File: src/rtl/display_scan_controller.sv
// rtl/display_scan_controller.sv - signed 8-bit to 7-segment converter with multiplexed 4-digit scan
// Optional build macro: LEADING_ZERO_BLANK_EN (blank leading zero hundreds/tens digits)
module display_scan_controller #(
  parameter int SCAN_DIV = 1000
) (
  input  logic       Clock,
  input  logic       Reset,
  input  logic [7:0] Value,
  input  logic       Load,
  output logic       Busy,
  output logic       Done,
  output logic [6:0] Segments,
  output logic [3:0] DigitEnable
);

  localparam logic [15:0] SCAN_LAST = 16'(SCAN_DIV - 1);
  localparam logic [6:0]  SEG_MINUS = 7'b1000000;
  localparam logic [6:0]  SEG_ZERO  = 7'b0111111;

  typedef enum logic {
    IDLE    = 1'b0,
    CONVERT = 1'b1
  } state_t;

  state_t      r_state;
  logic        r_busy;
  logic        r_done;
  logic        r_conv_neg;
  logic [7:0]  r_bin;
  logic [11:0] r_bcd;
  logic [2:0]  r_iter;

  logic        r_disp_neg;
  logic [3:0]  r_disp_hund;
  logic [3:0]  r_disp_tens;
  logic [3:0]  r_disp_units;

  logic [15:0] r_scan_cnt;
  logic [3:0]  r_digit_en;
  logic [6:0]  r_segments;

  logic [7:0]  w_mag;
  logic [11:0] w_bcd_adj;
  logic [11:0] w_bcd_shift;
  logic        w_commit;
  logic        w_neg_next;
  logic [3:0]  w_hund_next;
  logic [3:0]  w_tens_next;
  logic [3:0]  w_units_next;
  logic        w_scan_wrap;
  logic [3:0]  w_digit_en_next;
  logic [6:0]  w_hund_seg;
  logic [6:0]  w_tens_seg;
  logic [6:0]  w_units_seg;
  logic [6:0]  w_segments_next;

  // BCD digit to segment pattern; codes 10..15 never occur and show nothing
  function automatic logic [6:0] f_digit_seg(input logic [3:0] d);
    case (d)
      4'd0:    f_digit_seg = 7'b0111111;
      4'd1:    f_digit_seg = 7'b0000110;
      4'd2:    f_digit_seg = 7'b1011011;
      4'd3:    f_digit_seg = 7'b1001111;
      4'd4:    f_digit_seg = 7'b1100110;
      4'd5:    f_digit_seg = 7'b1101101;
      4'd6:    f_digit_seg = 7'b1111101;
      4'd7:    f_digit_seg = 7'b0000111;
      4'd8:    f_digit_seg = 7'b1111111;
      4'd9:    f_digit_seg = 7'b1101111;
      default: f_digit_seg = 7'b0000000;
    endcase
  endfunction

  // Double-dabble correction: a digit of 5 or more gets +3 before the shift
  function automatic logic [3:0] f_adj(input logic [3:0] d);
    f_adj = (d >= 4'd5) ? (d + 4'd3) : d;
  endfunction

  // Magnitude as unsigned 8 bits so that -128 becomes 128
  assign w_mag       = Value[7] ? (~Value + 8'd1) : Value;
  assign w_bcd_adj   = {f_adj(r_bcd[11:8]), f_adj(r_bcd[7:4]), f_adj(r_bcd[3:0])};
  assign w_bcd_shift = {w_bcd_adj[10:0], r_bin[7]};
  assign w_commit    = (r_state == CONVERT) && (r_iter == 3'd7);

  // Display contents as they will be after this edge, so the segment register
  // picks up a commit on the very edge it happens
  assign w_neg_next   = w_commit ? r_conv_neg         : r_disp_neg;
  assign w_hund_next  = w_commit ? w_bcd_shift[11:8]  : r_disp_hund;
  assign w_tens_next  = w_commit ? w_bcd_shift[7:4]   : r_disp_tens;
  assign w_units_next = w_commit ? w_bcd_shift[3:0]   : r_disp_units;

  assign w_scan_wrap     = (r_scan_cnt == SCAN_LAST);
  assign w_digit_en_next = w_scan_wrap ? {r_digit_en[2:0], r_digit_en[3]} : r_digit_en;

  // Per-position segment patterns with optional leading-zero blanking
  always_comb begin
    w_hund_seg  = f_digit_seg(w_hund_next);
    w_tens_seg  = f_digit_seg(w_tens_next);
    w_units_seg = f_digit_seg(w_units_next);
`ifdef LEADING_ZERO_BLANK_EN
    if (w_hund_next == 4'd0) begin
      w_hund_seg = 7'b0000000;
      if (w_tens_next == 4'd0) begin
        w_tens_seg = 7'b0000000;
      end
    end
`else
`endif
  end

  // Select the pattern for the position that will be enabled after this edge
  always_comb begin
    w_segments_next = 7'b0000000;
    case (w_digit_en_next)
      4'b0001: w_segments_next = w_units_seg;
      4'b0010: w_segments_next = w_tens_seg;
      4'b0100: w_segments_next = w_hund_seg;
      4'b1000: w_segments_next = w_neg_next ? SEG_MINUS : 7'b0000000;
      default: w_segments_next = 7'b0000000;
    endcase
  end

  // Conversion FSM: capture on Load, eight shift-add-3 steps, atomic commit
  always_ff @(posedge Clock or posedge Reset) begin
    if (Reset) begin
      r_state      <= IDLE;
      r_busy       <= 1'b0;
      r_done       <= 1'b0;
      r_conv_neg   <= 1'b0;
      r_bin        <= 8'd0;
      r_bcd        <= 12'd0;
      r_iter       <= 3'd0;
      r_disp_neg   <= 1'b0;
      r_disp_hund  <= 4'd0;
      r_disp_tens  <= 4'd0;
      r_disp_units <= 4'd0;
    end else begin
      r_done <= 1'b0;
      case (r_state)
        IDLE: begin
          if (Load) begin
            r_conv_neg <= Value[7];
            r_bin      <= w_mag;
            r_bcd      <= 12'd0;
            r_iter     <= 3'd0;
            r_busy     <= 1'b1;
            r_state    <= CONVERT;
          end
        end
        CONVERT: begin
          r_bcd  <= w_bcd_shift;
          r_bin  <= {r_bin[6:0], 1'b0};
          r_iter <= r_iter + 3'd1;
          if (w_commit) begin
            r_disp_neg   <= r_conv_neg;
            r_disp_hund  <= w_bcd_shift[11:8];
            r_disp_tens  <= w_bcd_shift[7:4];
            r_disp_units <= w_bcd_shift[3:0];
            r_busy       <= 1'b0;
            r_done       <= 1'b1;
            r_state      <= IDLE;
          end
        end
        default: r_state <= IDLE;
      endcase
    end
  end

  // Free-running scan: position and its segment pattern update together
  always_ff @(posedge Clock or posedge Reset) begin
    if (Reset) begin
      r_scan_cnt <= 16'd0;
      r_digit_en <= 4'b0001;
      r_segments <= SEG_ZERO;
    end else begin
      r_scan_cnt <= w_scan_wrap ? 16'd0 : (r_scan_cnt + 16'd1);
      r_digit_en <= w_digit_en_next;
      r_segments <= w_segments_next;
    end
  end

  assign Busy        = r_busy;
  assign Done        = r_done;
  assign Segments    = r_segments;
  assign DigitEnable = r_digit_en;

endmodule

File: config.mk
export PLATFORM = sky130hd
export DESIGN_NAME = display_scan_controller
export DESIGN_NICKNAME = d
export VERILOG_FILES = /design/src/rtl/display_scan_controller.sv
export SDC_FILE = /design/constraint.sdc
export NUM_CORES = 1
export LEC_CHECK = 0
export ABC_AREA = 1
export BUFFER_PORTS_ARGS = -buffer_cell sky130_fd_sc_hd__buf_2
export CAP_MARGIN = 20
export CORE_MARGIN = 5
export CORE_UTILIZATION = 45
export CTS_BUF_LIST = sky130_fd_sc_hd__clkbuf_8
export DETAILED_ROUTE_END_ITERATION = 16
export HOLD_SLACK_MARGIN = 0.08
export PLACE_DENSITY_LB_ADDON = 0.25
export SETUP_SLACK_MARGIN = 0.5
export SYNTH_ARGS = -nofsm -noshare
export SYNTH_HDL_FRONTEND = slang
export SYNTH_SLANG_ARGS = --single-unit
File: constraint.sdc
create_clock -name Clock -period 2.9 [get_ports Clock]
set_input_delay 0.29 -clock Clock [delete_from_list [all_inputs] [get_ports Clock]]
set_output_delay 0.29 -clock Clock [all_outputs]
set_load 0.005 [all_outputs]
Word level (Yosys, flattened, before mapping) --
Memory sizes are Yosys's and may differ from the RTL's. Index checks and enable logic that the tools add are counted.
Operators by class: add/subtract/negate cells 6, order comparisons 3, equality and inequality tests 8, mux-type cells 26, bitwise logic cells 2, reduce and logical (&&, ||, !) cells 3
Operators with widths (number):
- case mux 7 bit (4 select lines) | 1
- 2-to-1 mux 4 bit | 6
- case mux 12 bit (2 select lines) | 1
- adder 16 x 1 -> 16 bit (second input constant) | 1
- == test 16 x 10 -> 1 bit (second input constant) | 1
- 2-to-1 mux 16 bit | 1
- 2-to-1 mux 8 bit | 2
- case mux 8 bit (2 select lines) | 1
- greater-or-equal comparator 4 x 3 -> 1 bit (second input constant) | 3
- 2-to-1 mux 12 bit | 1
- adder 4 x 2 -> 4 bit (second input constant) | 2
- adder 8 x 1 -> 8 bit (second input constant) | 1
- inverter 8 bit | 1
- 2-to-1 mux 1 bit | 7
- 2-to-1 mux 7 bit | 1
- 2-to-1 mux 3 bit | 2
- case mux 3 bit (2 select lines) | 1
- == test 4 x 1 -> 1 bit (second input constant) | 1
- == test 4 x 2 -> 1 bit (second input constant) | 1
- == test 4 x 3 -> 1 bit (second input constant) | 1
- == test 4 bit (second input constant) | 1
- case mux 1 bit (2 select lines) | 2
- AND reduction 2 bit | 2
- adder 3 x 1 -> 3 bit (second input constant) | 1
- 6 further kinds | 6
Storage, ports and cells: register bits 67, memory bits (read-only) 336, word-level logic and storage cells 65, memories kept 3
Memories:
- (no name shown) | depth 16, width 7, rd ports 1, clocked after memory_dff 0, write ports 0, line 59 | case (d)
- (no name shown) | depth 16, width 7, rd ports 1, clocked after memory_dff 0, write ports 0, line 59
- (no name shown) | depth 16, width 7, rd ports 1, clocked after memory_dff 0, write ports 0, line 59

Logic depth before layout (Yosys ltp) --
Gate-level depths: netlist (run 1).
depth in word-level cells 5, gate-level depth with buffers 17, depth with buffers taken out 17

Least setup slack after synthesis (run 1) --
No wires, ideal clock.
path type register to register, start point register r_iter[0], end point register r_segments[3], in the netlist Segments[3], arrival 2.139 ns, required time 2.836 ns, setup slack 0.698 ns, stages on the path, launching flop included 12, path buffers 1, clock period less this slack 2.202 ns, cells stage by stage dfrtp_1 > ha_1 > ha_1 > nand2_2 > inv_2 > buf_2 > a31oi_1 > ha_1 > or2_2 > nand3_1 > nand3_1 > nand3_1
On the way: longest elaborated chain between the ends 5, elaborated cells between the ends (all ways) 9, classes of those cells 1 x eq/ne; 4 x mux; 1 x reduce/logical; 3 x memory
Ends and longest elaborated chain:
- start: declaration | line 31 | logic [2:0] r_iter;
- start signal: assignment | line 153 | r_iter <= r_iter + 3'd1;
- == test 3 bit * | line 83 | assign w_commit = (r_state == CONVERT) && (r_iter == 3'd7);
- logical AND 1 bit * | line 83
- 2-to-1 mux 4 bit
- memory (16 x 7 bit)
- case mux 7 bit (4 select lines) * | line 114 | case (w_digit_en_next)
- named net w_segments_next[3] | line 55 | logic [6:0] w_segments_next;
- end signal: assignment | line 178 | r_segments <= w_segments_next;
- end: declaration | line 40 | logic [6:0] r_segments;
Mark *: on every way through the listed nets, which the timed path passes. The rest lies on a longest branch. A chain may end at the register's enable or synchronous reset.

Worst setup path after layout (run 1) --
Ends and elaborated chain as after synthesis.

==> impl_metrics.yaml, run 1 <==
setup_path:
  end_kind: "flop"
  r2r-start: "r_iter[0]"
  cpMaxStageDelayCell: "dfrtp_1"
  crit_fanout: 25
  crit_arrival_ps: 2480
  crit_chain: "ha_1, ha_1, nand2_2, inv_6, nor2_1, a31oi_4, ha_1, or2_2, nand3_1, nand3_1, nand3_1"
  reg2regPathDepth: 11
  crit_type: "flop to flop"
  cp_data_required_time_ps: 3180
  r2r_setup_slack_ps: 700
  startpoint_type: "flop"
  cpPeakStageDelay_ps: 390
  r2r-end: "Segments[3]"
die:
  rows: 34
  core_area_um2: 8720
  die_area_um2: 10900
  die_width_um: 104
  die_h_um: 104
  num_io_pins: 24
  initial_utilization_pct: 46.0
placed_design:
  dp_hpwl_mm: 6.10
  port_buffers: 23
  gp_congestion: 0.834
layout:
  synthToLayoutAreaGrowth_pct: 11.4
  final_nets: 570
  layout-drive-gt1-share_pct: 19.0
  multiInputGateArea_um2: 2020
  post-route-util_pct: 51.2
  fill_cells: 839
  n_antenna_cell: 0
  seq_area_um2: 1690
grt:
  grt_max_degree: 37
  antenna_found_initial: 0
  grt_pass1_wl_mm: 14.1
  grt.overflow.total: 0
  grt_pass1_vias: 3202
  track_usage_pct: 15.3
synth:
  synth_flop_cell: "dfrtp_1"
  yosysTopAreaCellShare_pct: 37.5
  yosys-top-cells-count: "nand2_1, inv_1, nand3_1, dfrtp_1, nor2_1"
  synth_top_area_cell: "dfrtp_1"
  syn_area_um2: 4010
  ys_async_sr_fraction_pct: 100
  synth_seq_area_share_pct: 42.0
  ys_top_cells_by_area: "dfrtp_1, nand2_1, nand3_1"
  synth_seq_cells: 67
  syn-mean-instance-area_um2: 7.92
  yosysWarnings: 0
  syn_inst: 506
  synth_cell_type_count: 37
  synth_edf_count: 0
  syn_nets: 539
  yosysMostFrequentCell: "nand2_1"
run_status:
  outcome: "complete, no violations"
timing:
  rsz0062_at_grt: "yes"
  max_freq_mhz: 455
  finalSetupViolCount: 0
  period_share_pct: 75.8
  fin_skew_ps: 7.35
  fin_tns_setup_ps: 0
  hold_slack_ps: 60.2
  worst_pin_slew_ps: 697
  slew_headroom_pct: 53.4
  hold_viol: 0
  drv_slew: 0
  period_needed_ps: 2200
flow_run:
  max_cap_violations: 0
drt:
  wl_per_cell_um: 12.3
  ant_nets: 0
  num_vias: 3311
  drt_iter0_markers: 135
  wirelength_mm: 7.98
  viasPerCell: 5.10
  drt_first_pass_iters: 4
  drc: 0
clock_tree:
  cts_max_path_buffers: 2
  cts.sinks: 67
  h-tree-depth: 3
  cts_tree: "done"
  insertion_delay_ps: 340
  cts_buffers: 9
  cts_hold_buf: 0
  clockRootBuffer: "clkbuf_8"
  clkSlewWorstSetupHoldPaths_ps: 70
power_and_ir_drop:
  leakagePower_nw: 2.31
  ir_worst_vdd_v: 0.000318
  p_per_area_nw_per_um2: 852
  p_total_mw: 3.81
min_path:
  hold_class: "input pin to asynchronous set/reset pin"
layout by cell type (no fill, tap or decap), types with 7 or more instances in the layout:
| cell | instances |
|---|---|
| xor2_1 | 8 |
| o21ai_0 | 25 |
| dfrtp_1 | 60 |
| inv_1 | 76 |
| nand2_1 | 111 |
| buf_2 | 23 |
| dfstp_2 | 7 |
| nand3_1 | 65 |
| nand2_2 | 16 |
| or2_2 | 7 |
| nor2_1 | 28 |
| clkbuf_8 | 10 |
| nand3_2 | 7 |
| a21oi_1 | 7 |
| ha_1 | 22 |
cell families (layout without fill, tap and decap cells):
kind of cell	after synthesis	count (layout)	synth area share, %
XOR/XNOR	9	9	1.97
flip-flops	67	67	42.0
buffers and inverters	87	122	8.36
AND/OR/NAND/NOR	267	267	32.8
adder cells (fa/ha/maj)	22	22	6.87
AO/OA/AOI/OAI	54	54	7.93
through the flow:
step / cell area, µm² / std cells / setup WS [ps]
2_1_floorplan: 4010 / 506 / 698
3_3_place_gp: 4260 / 634 / 606
3_5_place_dp: 4260 / 634 / 536
4_1_cts: 4420 / 649 / 524
5_1_grt: 4460 / 649 / 493
6_report: 4460 / 649 / 701
area by class of cell:
| cell class | count | area share (%) |
|---|---|---|
| clock inverters | 5 | 0.504 |
| well taps | 108 | 3.03 |
| repair buffers | 26 | 3.36 |
| inverters | 81 | 6.92 |
| multi-input cells | 352 | 45.3 |
| flip-flops and latches | 67 | 37.8 |
| clock buffers | 10 | 3.08 |
worst max-delay path by stage:
stage / depth (start not counted) / slack [ps] / start / to
after floorplan: 11 / 700 / r_iter[0] / Segments[3]
after global placement: 10 / 610 / r_iter[0] / Segments[3]
after detailed placement: 14 / 540 / r_iter[0] / Segments[6]
after CTS: 14 / 520 / r_iter[0] / Segments[6]
after global routing: 15 / 490 / r_iter[0] / Segments[6]
final: 11 / 700 / r_iter[0] / Segments[3]
sequential cells by signal, summed over array words and instances, names as in the netlist:
signal,cells
DigitEnable,4
r_conv_neg,1
r_bcd,12
r_bin,8
r_state,1
r_disp_hund,4
Done,1
r_disp_units,4
r_disp_tens,4
r_disp_neg,1
r_iter,3
r_scan_cnt,16
Segments,7
Busy,1
layer usage:
metal  GRT usage (%)  part of all wire, %  up-vias
li1                -                    -     1694
met1            20.6                   48     1540
met2            24.4                   46       66
met3            2.92                  4.2       11
met4            5.37                  1.5        0
met5               0                    0        -
worst max-delay path, delay by kind of cell (launching register included):
family | cells | cell delay (ps)
buffers and inverters | 1 | 120
adder cells (fa/ha/maj) | 3 | 690
AND/OR/NAND/NOR | 6 | 850
flip-flops | 1 | 390
AO/OA/AOI/OAI | 1 | 70
power breakdown:
group	internal [mW]	switching (mW)
sequential	1.19	0.121
clock	0.318	0.345
combinational	0.642	1.19
timing repair:
item / 4_1_cts / 5_1_grt
setup buffers: 0 / 0
hold endpoints to repair: 0 / 0
gates resized for setup: 0 / 10
setup endpoints to repair: 0 / 6
(Power assumes the default switching activity.)
==> inputs of run 2 (changes only) <==
- clock period: 2.9 -> 2.15 ns (I/O delays scaled with it)
==> impl_metrics.yaml, run 2 (synthesis results as in run 1) <==
layout:
  synthToLayoutAreaGrowth_pct: 32.3
  top_register: "r_scan_cnt"
  n_antenna_cell: 0
  top_regs: "r_scan_cnt (16), r_bcd (12), r_bin (8)"
  final_nets: 616
  largest_reg_flops: 16
  post-route-util_pct: 60.8
  layout_common_cells: "nand2_1, dfrtp_1, inv_1"
  layout_commonest_cell: "nand2_1"
  fill_cells: 727
  layout-drive-gt1-share_pct: 39.8
setup_path:
  crit_arrival_ps: 2240
  crit_chain: "ha_2, ha_4, nand2_8, inv_8, a31oi_4, ha_1, or2_4, nand3_2, nand3_2, nand3_2"
  crit_type: "flop to flop"
  cp-startpoint: "r_iter[1]"
  crit_fanout: 8
  path_buf_inv: 1
  cp_data_required_time_ps: 2440
  cpPeakStageDelay_ps: 390
  end_kind: "flop"
  startpoint_type: "flop"
  path_common_cell: "nand3_2"
  r2r_setup_slack_ps: 200
  cpMaxStageDelayCell: "dfrtp_1"
  cp_top_family: "adder cells"
  r2r-start: "r_iter[1]"
run_status:
  outcome: "complete, no violations"
power_and_ir_drop:
  p_per_area_nw_per_um2: 1200
  leakagePower_nw: 2.59
  ir_worst_vdd_v: 0.000507
grt:
  grt_pass1_vias: 3541
  grt_max_degree: 35
  track_usage_pct: 17.4
  grt.overflow.total: 0
  grt_pass1_wl_mm: 15.8
  antenna_found_initial: 0
die:
  initial_utilization_pct: 46.0
  core_area_um2: 8720
  die_h_um: 104
  die_width_um: 104
  num_io_pins: 24
  rows: 34
  die_area_um2: 10900
placed_design:
  gp_congestion: 0.865
  port_buffers: 23
  dp_hpwl_mm: 6.22
  pre_cts_ws_ps: 50.4
min_path:
  hold_class: "input pin to flop"
  min_from: "Value[5]"
drt:
  drt_first_pass_iters: 5
  viasPerCell: 5.20
  num_vias: 3609
  drt_iter0_markers: 139
  wirelength_mm: 9.27
  ant_nets: 0
  wl_per_cell_um: 13.4
  drc: 0
timing:
  worst_pin_slew_ps: 755
  finalSetupViolCount: 0
  hold_viol: 0
  fin_skew_ps: 9.24
  fin_tns_setup_ps: 0
  fin_ws_ps: 203
  slew_headroom_pct: 49.5
  period_share_pct: 90.6
  period_needed_ps: 1950
  rsz0062_at_grt: "yes"
  max_freq_mhz: 514
  hold_slack_ps: 92.2
  drv_slew: 0
clock_tree:
  cts_max_path_buffers: 2
  clkSlewWorstSetupHoldPaths_ps: 70
  h-tree-depth: 3
  insertion_delay_ps: 340
  clockRootBuffer: "clkbuf_8"
  cts_tree: "done"
  cts_buffers: 9
  cts.sinks: 67
flow_run:
  max_cap_violations: 0
-- run 2: cell types whose count changed in the layout (fill, tap and decap cells not counted), moves of 15 or more --
cell / previous run / this run
nand2_1: 111 / 85
inv_1: 76 / 60
nand3_1: 65 / 46
nand3_2: 7 / 22
buf_4: 2 / 39
nand2_2: 16 / 37
-- run 2: final timing paths --
check / to / cells after the start
setup / recovery: Segments[3] / 10
hold / removal: r_bin[7] / 2
setup reg to reg: Segments[3] / 10
hold reg to reg: r_scan_cnt[15] / 1
max in group asynchronous: r_disp_tens[2] / 4
min in group asynchronous: Done / 3
-- run 2: where the power goes --
group / leakage [nW] / switching (mW) / internal (mW) / total [mW]
Clock: 0.0992 / 0.455 / 0.546 / 1.00
Sequential: 0.837 / 0.202 / 1.61 / 1.81
Combinational: 1.66 / 2.07 / 1.46 / 3.53
-- run 2: per-stage QoR --
step           std cells  total power [mW]  area (µm²)
6_report             694              6.34        5300
3_5_place_dp         636              4.45        4400
4_1_cts              684              6.14        5050
5_1_grt              694              6.93        5300
2_1_floorplan        506              3.89        4150
3_3_place_gp         636              4.40        4400
-- run 2: worst reg2reg max path, delay by kind of cell, from the launching register on --
kind                     cells  cell delay, ps
AO/OA/AOI/OAI                1             210
adder cells (fa/ha/maj)      3             630
buffers and inverters        1              70
flip-flops                   1             390
AND/OR/NAND/NOR              5             600
-- run 2: repair_timing --
| action | CTS | global route |
|---|---|---|
| gates cloned | 2 | 0 |
| pin swaps | 20 | 11 |
| endpoints found under the setup margin | 15 | 29 |
| hold buffers | 2 | 0 |
| endpoints found under the hold margin | 27 | 0 |
| buffers inserted | 30 | 10 |
| gates resized for setup | 63 | 45 |
-- run 2: layout make-up --
cell class / count / area, µm² / share of cell area (%)
multi-input cells: 352 / 2450 / 46.2
flip-flops and latches: 67 / 1690 / 31.8
repair buffers: 70 / 504 / 9.51
inverters: 81 / 328 / 6.18
clock buffers: 10 / 138 / 2.59
well taps: 108 / 135 / 2.55
clock inverters: 4 / 43.8 / 0.826
repair inverters: 2 / 20.0 / 0.377
-- run 2: layer usage --
layer  part of all wire, %  GRT usage (%)  vias up
met5                     0              0        -
met3                   3.9           3.04       34
li1                      -              -     1793
met2                    49           28.8       84
met1                    44           21.8     1698
met4                   2.7           8.42        0
